$ cat config.mk
export PLATFORM = sky130hd
export DESIGN_NAME = crack_dispatch
export DESIGN_NICKNAME = d
export VERILOG_FILES = /design/src/rtl/crack_dispatch.sv
export SDC_FILE = /design/constraint.sdc
export NUM_CORES = 1
export LEC_CHECK = 0
export ABC_AREA = 1
export BUFFER_PORTS_ARGS = -buffer_cell sky130_fd_sc_hd__buf_2
export CAP_MARGIN = 20
export CORE_ASPECT_RATIO = 1.1
export CORE_UTILIZATION = 40
export CTS_BUF_LIST = sky130_fd_sc_hd__clkbuf_4
export DETAILED_ROUTE_END_ITERATION = 8
export GPL_TIMING_DRIVEN = 0
export PLACE_DENSITY = 0.74
export SYNTH_ARGS = -nofsm -noshare
export SYNTH_HDL_FRONTEND = slang
export SYNTH_SLANG_ARGS = --single-unit
$ cat constraint.sdc
create_clock -name clk -period 1.35 [get_ports clk]
set_input_delay 0.135 -clock clk [delete_from_list [all_inputs] [get_ports clk]]
set_output_delay 0.135 -clock clk [all_outputs]
set_load 0.02 [all_outputs]
$ cat src/rtl/crack_dispatch.sv
// crack_dispatch: dispatch controller above two key-search cores.
// Core 0 walks even keys and core 1 walks odd keys.  One accepted request
// starts both cores together, the first valid key wins, the losing core is
// stopped by holding both cores in reset for ABORT_CYCLES, and the result is
// reported upward.
// Optional build macro: CRACK_CYCLE_COUNT_EN adds the search_cycles output,
// a saturating count of cycles spent in RUN.
module crack_dispatch #(
    parameter int KEY_W        = 24,
    parameter int ABORT_CYCLES = 4
) (
    input  logic             clk,
    input  logic             rst_n,
    input  logic             en,
    output logic             rdy,
    output logic [KEY_W-1:0] key,
    output logic             key_valid,
    output logic             winner,
    output logic [1:0]       core_rst_n,
    output logic [1:0]       core_en,
    input  logic [1:0]       core_rdy,
    input  logic [KEY_W-1:0] core_key0,
    input  logic [KEY_W-1:0] core_key1,
    input  logic [1:0]       core_key_valid
`ifdef CRACK_CYCLE_COUNT_EN
    ,
    output logic [31:0]      search_cycles
`endif
);

    localparam int CNT_W = $clog2(ABORT_CYCLES + 1);
    localparam logic [CNT_W-1:0] CNT_LOAD = CNT_W'(ABORT_CYCLES - 1);

    localparam logic [2:0] IDLE       = 3'd0;
    localparam logic [2:0] WAIT_CORES = 3'd1;
    localparam logic [2:0] RUN        = 3'd2;
    localparam logic [2:0] ABORT      = 3'd3;
    localparam logic [2:0] DONE       = 3'd4;

    logic [2:0]       state;
    logic [1:0]       busy_seen;
    logic [CNT_W-1:0] abort_cnt;
    logic [1:0]       done;
    logic             hit0;
    logic             hit1;

    // A core is finished only once it has been seen busy after the start
    // pulse and then returns to ready; a core still ready right after the
    // pulse has simply not started yet.
    always_comb begin
        done = busy_seen & core_rdy;
        hit0 = done[0] & core_key_valid[0];
        hit1 = done[1] & core_key_valid[1];
    end

    // Dispatch FSM: request handshake, core start, winner latch, abort hold.
    always_ff @(posedge clk) begin
        if (!rst_n) begin
            state      <= IDLE;
            rdy        <= 1'b0;
            key        <= '0;
            key_valid  <= 1'b0;
            winner     <= 1'b0;
            core_en    <= 2'b00;
            core_rst_n <= 2'b00;
            busy_seen  <= 2'b00;
            abort_cnt  <= '0;
        end else begin
            core_en <= 2'b00;
            case (state)
                IDLE: begin
                    core_rst_n <= 2'b11;
                    rdy        <= 1'b1;
                    if (en && rdy) begin
                        key       <= '0;
                        key_valid <= 1'b0;
                        winner    <= 1'b0;
                        rdy       <= 1'b0;
                        state     <= WAIT_CORES;
                    end
                end
                WAIT_CORES: begin
                    if (core_rdy == 2'b11) begin
                        core_en   <= 2'b11;
                        busy_seen <= 2'b00;
                        state     <= RUN;
                    end
                end
                RUN: begin
                    busy_seen <= busy_seen | ~core_rdy;
                    if (hit0) begin
                        key        <= core_key0;
                        key_valid  <= 1'b1;
                        winner     <= 1'b0;
                        core_rst_n <= 2'b00;
                        abort_cnt  <= CNT_LOAD;
                        state      <= ABORT;
                    end else if (hit1) begin
                        key        <= core_key1;
                        key_valid  <= 1'b1;
                        winner     <= 1'b1;
                        core_rst_n <= 2'b00;
                        abort_cnt  <= CNT_LOAD;
                        state      <= ABORT;
                    end else if (done == 2'b11) begin
                        key       <= '0;
                        key_valid <= 1'b0;
                        state     <= DONE;
                    end
                end
                ABORT: begin
                    if (abort_cnt == '0) begin
                        core_rst_n <= 2'b11;
                        state      <= DONE;
                    end else begin
                        abort_cnt <= abort_cnt - 1'b1;
                    end
                end
                DONE: begin
                    rdy   <= 1'b1;
                    state <= IDLE;
                end
                default: begin
                    state <= IDLE;
                end
            endcase
        end
    end

`ifdef CRACK_CYCLE_COUNT_EN
    function automatic logic [31:0] sat_inc(input logic [31:0] v);
        return (v == 32'hFFFF_FFFF) ? v : v + 32'd1;
    endfunction

    // Search duration: cleared on an accepted request, counts RUN cycles.
    always_ff @(posedge clk) begin
        if (!rst_n) begin
            search_cycles <= 32'd0;
        end else if (state == IDLE && en && rdy) begin
            search_cycles <= 32'd0;
        end else if (state == RUN) begin
            search_cycles <= sat_inc(search_cycles);
        end
    end
`endif

endmodule

==> report_table.html <==
<table>
<tr><th>Metric</th><th>Value</th></tr>
<tr><th colspan="2">Route</th></tr>
<tr><td>Post-DRT Antenna Nets</td><td>0</td></tr>
<tr><td>DR iter-0 viols</td><td>129</td></tr>
<tr><td>Via-to-Cell Ratio</td><td>5.012</td></tr>
<tr><td>Average wire length per cell after detail routing</td><td>13.29 um</td></tr>
<tr><td>Total wire length</td><td>5700 um</td></tr>
<tr><td>Detailed Routing Iterations Pass 1</td><td>4</td></tr>
<tr><td>Detailed-route DRC error count</td><td>0</td></tr>
<tr><td>Via Count</td><td>2150</td></tr>
<tr><th colspan="2">Yosys</th></tr>
<tr><td>Library cells used by synthesis</td><td>26</td></tr>
<tr><td>Top cells by area in the synthesized netlist</td><td>sky130_fd_sc_hd__dfxtp_1 (39%), sky130_fd_sc_hd__nand2_1 (16%), sky130_fd_sc_hd__o211ai_1 (10%)</td></tr>
<tr><td>Synth Area per Inst</td><td>7.444 sq um</td></tr>
<tr><td>Synth Instances</td><td>258</td></tr>
<tr><td>Sequential element share of the synthesized area</td><td>0.3857</td></tr>
<tr><td>Synth async-reset ratio</td><td>0</td></tr>
<tr><td>Portion of synthesized cell area occupied by the leading cell type</td><td>0.3857</td></tr>
<tr><td>Synth Flop Type</td><td>sky130_fd_sc_hd__dfxtp_1</td></tr>
<tr><td>Count of synthesis-stage warnings from yosys</td><td>0</td></tr>
<tr><td>Net count after synthesis</td><td>315</td></tr>
<tr><td>Largest area contributor in the synthesized netlist</td><td>sky130_fd_sc_hd__dfxtp_1</td></tr>
<tr><td>Number of synthesized flops with an enable pin</td><td>0</td></tr>
<tr><td>Post-synthesis instance area</td><td>0.001921 sq mm</td></tr>
<tr><td>Flop and latch count out of synthesis</td><td>37</td></tr>
<tr><th colspan="2">Global route</th></tr>
<tr><td>Tot GR Track Use</td><td>0.2349</td></tr>
<tr><td>Maximum number of pins on one net before global-route repair</td><td>11</td></tr>
<tr><td>Global route total overflow</td><td>0</td></tr>
<tr><td>Number of antenna violations at the first check in global routing</td><td>0</td></tr>
<tr><td>Vias in the first global route</td><td>1994</td></tr>
<tr><td>Global-route wire length before repair</td><td>8928 um</td></tr>
<tr><th colspan="2">Setup path</th></tr>
<tr><td>Nature of the critical path endpoint</td><td>flip-flop</td></tr>
<tr><td>Crit Path Category</td><td>reg -&gt; reg</td></tr>
<tr><td>Data required time of the worst path</td><td>1620 ps</td></tr>
<tr><td>Arrival time of the worst setup path</td><td>1700 ps</td></tr>
<tr><td>Worst Setup Start Kind</td><td>flip-flop</td></tr>
<tr><td>Critical path peak fanout</td><td>5</td></tr>
<tr><th colspan="2">STA</th></tr>
<tr><td>Pin slew with the least headroom to its limit</td><td>539.8 ps</td></tr>
<tr><td>Post-layout worst setup margin</td><td>-83.50 ps</td></tr>
<tr><td>Sum of negative setup slack</td><td>-1107 ps</td></tr>
<tr><td>Tcrit/Tclk final</td><td>1.062</td></tr>
<tr><td>Hold violation count in the final report</td><td>0</td></tr>
<tr><td>Highest clock frequency the design can meet</td><td>0.6976 GHz</td></tr>
<tr><td>Number of max-slew violations in the final report</td><td>0</td></tr>
<tr><td>Unrepaired setup endpoints after global routing</td><td>true</td></tr>
<tr><td>Final setup violation count</td><td>24</td></tr>
<tr><td>Clock skew after layout</td><td>6.482 ps</td></tr>
<tr><td>Slew HR</td><td>0.6395</td></tr>
<tr><td>Final critical path time including I/O delays and setup</td><td>1433 ps</td></tr>
<tr><th colspan="2">Floorplanning</th></tr>
<tr><td>Vert. Die Dim</td><td>74.68 um</td></tr>
<tr><td>Horizontal die dimension</td><td>68.07 um</td></tr>
<tr><td>Number of ports placed on the die boundary</td><td>86</td></tr>
<tr><td>Effective utilization at floorplan</td><td>0.4158</td></tr>
<tr><td>Number of standard-cell rows in the floorplan</td><td>26</td></tr>
<tr><td>Area of the core region</td><td>0.004619 sq mm</td></tr>
<tr><td>Die Outline Area</td><td>0.005083 sq mm</td></tr>
<tr><th colspan="2">Place</th></tr>
<tr><td>HPWL after DPL</td><td>3717 um</td></tr>
<tr><td>Placer Congestion</td><td>0.8189</td></tr>
<tr><td>Pre-CTS worst setup slack</td><td>-164.9 ps</td></tr>
<tr><td>Dpl cell area</td><td>0.002411 sq mm</td></tr>
<tr><td>Count of buffers from port buffering</td><td>84</td></tr>
<tr><th colspan="2">Layout</th></tr>
<tr><td>Area used by multi-input combinational logic</td><td>0.001092 sq mm</td></tr>
<tr><td>Final Util</td><td>0.6159</td></tr>
<tr><td>ANT cells</td><td>0</td></tr>
<tr><td>Combined flip-flop and latch cell area</td><td>753.2 sq um</td></tr>
<tr><td>Fraction of layout instances using a drive strength above 1</td><td>0.5147</td></tr>
<tr><td>Number of nets in the final layout</td><td>429</td></tr>
<tr><td>Area overhead of the layout relative to synthesis</td><td>48.14%</td></tr>
<tr><td>Filler Cell Count</td><td>419</td></tr>
<tr><td>Layout Cell Area excl Fill</td><td>0.002845 sq mm</td></tr>
<tr><th colspan="2">CTS</th></tr>
<tr><td>Clock sink count</td><td>37</td></tr>
<tr><td>Max H-tree Level</td><td>2</td></tr>
<tr><td>Clock tree from TritonCTS</td><td>yes</td></tr>
<tr><td>Maximum buffer depth of the clock tree</td><td>2</td></tr>
<tr><td>CTS Root Buffer Type</td><td>sky130_fd_sc_hd__clkbuf_4</td></tr>
<tr><td>Insertion delay to the later sink of the worst-skew pair</td><td>340 ps</td></tr>
<tr><td>Clock edge transition at the registers on the reported setup and hold paths</td><td>110 ps</td></tr>
<tr><td>Number of clock buffers inserted by TritonCTS</td><td>5</td></tr>
<tr><th colspan="2">Pwr</th></tr>
<tr><td>Worst IR Drop VDD</td><td>0.0009608 V</td></tr>
<tr><td>Static leakage</td><td>1.450 nW</td></tr>
<tr><td>Pwr/cell area</td><td>1556 mW/mm^2</td></tr>
<tr><th colspan="2">Status</th></tr>
<tr><td>Violated checks</td><td>negative setup slack</td></tr>
<tr><td>Status</td><td>finished, violations left</td></tr>
<tr><th colspan="2">Flow run</th></tr>
<tr><td>Number of maximum-capacitance constraint violations</td><td>0</td></tr>
<tr><th colspan="2">Worst hold path</th></tr>
<tr><td>Worst min-delay path class</td><td>in -&gt; reg</td></tr>
</table>
[flip-flops by register name, indices dropped and copies added (netlist names)]
register	flops
key	24
abort_cnt	3
state	3
busy_seen	2
core_en	1
core_rst_n	1
key_valid	1
rdy	1
winner	1
[cell families (layout without fill, tap and decap cells)]
family                     count (synthesis)  after routing  share of synthesized area
AOI/OAI and AO/OA                         62             62                     0.2176
adders and majority gates                  2              2                    0.01303
buffers and inverters                     32            147                    0.09902
DFF                                       37             37                     0.3857
and+or+nand+nor                          125            125                     0.2847
[through the flow]
step	total power (W)	hold WS [ps]	cells
global placement	0.002664	398.2	398
CTS	0.004173	15.17	422
finish	0.004428	33.25	429
floorplan	0.002328	318.0	258
global route	0.004670	28.67	429
detailed placement	0.002674	400.5	398
[synthesized netlist by cell type, drive strengths merged (2+ instances only)]
| cell | instances |
|---|---|
| nand3 | 7 |
| nand2 | 96 |
| clkbuf | 3 |
| nor2 | 18 |
| nand4 | 3 |
| o21ai | 4 |
| o211ai | 26 |
| dfxtp | 37 |
| a21oi | 31 |
| inv | 15 |
| buf | 13 |
| ha | 2 |
[worst paths after layout]
kind,start,endpoint,slack [ps],cells past startpoint
max,state[1],key[11],-80,10
min,rst_n,state[1],30,3
max reg2reg,state[1],key[11],-80,10
min reg2reg,core_rst_n[0],core_rst_n[0],460,2
[per-layer routing]
| metal | share of wire | track usage |
|---|---|---|
| met5 | 0 | 0 |
| met4 | 0.022 | 0.1088 |
| met3 | 0.058 | 0.04848 |
| met2 | 0.50 | 0.4020 |
| met1 | 0.42 | 0.2789 |
[final cells by class]
type,count,area share
buffer,16,0.04749
sequential,37,0.2647
tap,56,0.02463
clock buffer,8,0.02111
inverter,15,0.02155
timing repair buffer,108,0.2366
multi-input combinational,189,0.3839
[where the power goes]
part	total (W)	switching [W]	internal [W]
Sequential	0.00132	0.000123	0.00120
Clock	0.000625	0.000357	0.000268
Combinational	0.00248	0.00119	0.00129
[layout by cell type, fill, tap and decap left out]
cell / synthesis / layout
sky130_fd_sc_hd__buf_2: 6 / 88
sky130_fd_sc_hd__nand2_1: 81 / 71
sky130_fd_sc_hd__dfxtp_1: 37 / 31
sky130_fd_sc_hd__o211ai_1: 26 / 26
sky130_fd_sc_hd__nand2_2: 14 / 21
sky130_fd_sc_hd__buf_4: 3 / 21
sky130_fd_sc_hd__a21oi_2: 10 / 19
sky130_fd_sc_hd__a21oi_1: 21 / 12
sky130_fd_sc_hd__inv_1: 12 / 11
sky130_fd_sc_hd__nor2_1: 15 / 11
sky130_fd_sc_hd__clkbuf_4: 0 / 10
sky130_fd_sc_hd__nand3_1: 6 / 6
sky130_fd_sc_hd__nor2_4: 1 / 4
sky130_fd_sc_hd__buf_6: 2 / 4
sky130_fd_sc_hd__nand2_4: 1 / 4
sky130_fd_sc_hd__dfxtp_2: 0 / 4
sky130_fd_sc_hd__nor2_2: 2 / 3
sky130_fd_sc_hd__nand4_1: 3 / 3
sky130_fd_sc_hd__buf_12: 1 / 3
sky130_fd_sc_hd__o21ai_0: 4 / 3
sky130_fd_sc_hd__inv_4: 0 / 2
sky130_fd_sc_hd__inv_2: 3 / 2
sky130_fd_sc_hd__clkbuf_1: 3 / 2
sky130_fd_sc_hd__ha_1: 2 / 2
sky130_fd_sc_hd__buf_16: 0 / 2
sky130_fd_sc_hd__dfxtp_4: 0 / 2
sky130_fd_sc_hd__nand3_2: 1 / 1
sky130_fd_sc_hd__nor3_1: 1 / 1
sky130_fd_sc_hd__o211a_1: 1 / 1
sky130_fd_sc_hd__dlymetal6s2s_1: 1 / 1
sky130_fd_sc_hd__buf_8: 1 / 1
sky130_fd_sc_hd__o21ai_2: 0 / 1
[critical path: stages, from the launching register on]
cell                      delay [ps]
sky130_fd_sc_hd__dfxtp_4         410
sky130_fd_sc_hd__inv_4            50
sky130_fd_sc_hd__nor2_4           90
sky130_fd_sc_hd__nand2_4          80
sky130_fd_sc_hd__nor2_4          120
sky130_fd_sc_hd__nand2_2          80
sky130_fd_sc_hd__nand2_4         120
sky130_fd_sc_hd__buf_12          120
sky130_fd_sc_hd__buf_8           110
sky130_fd_sc_hd__nand2_1          60
sky130_fd_sc_hd__a21oi_2         110
[timing repair]
item / in CTS / in global routing
hold buffers: 0 / 0
pin swaps: 5 / 8
resized for setup: 18 / 33
setup buffers: 14 / 8
hold endpoints to repair: 0 / 0
cloned: 2 / 0
endpoints found under the setup margin: 25 / 32
(Power assumes the default switching activity.)
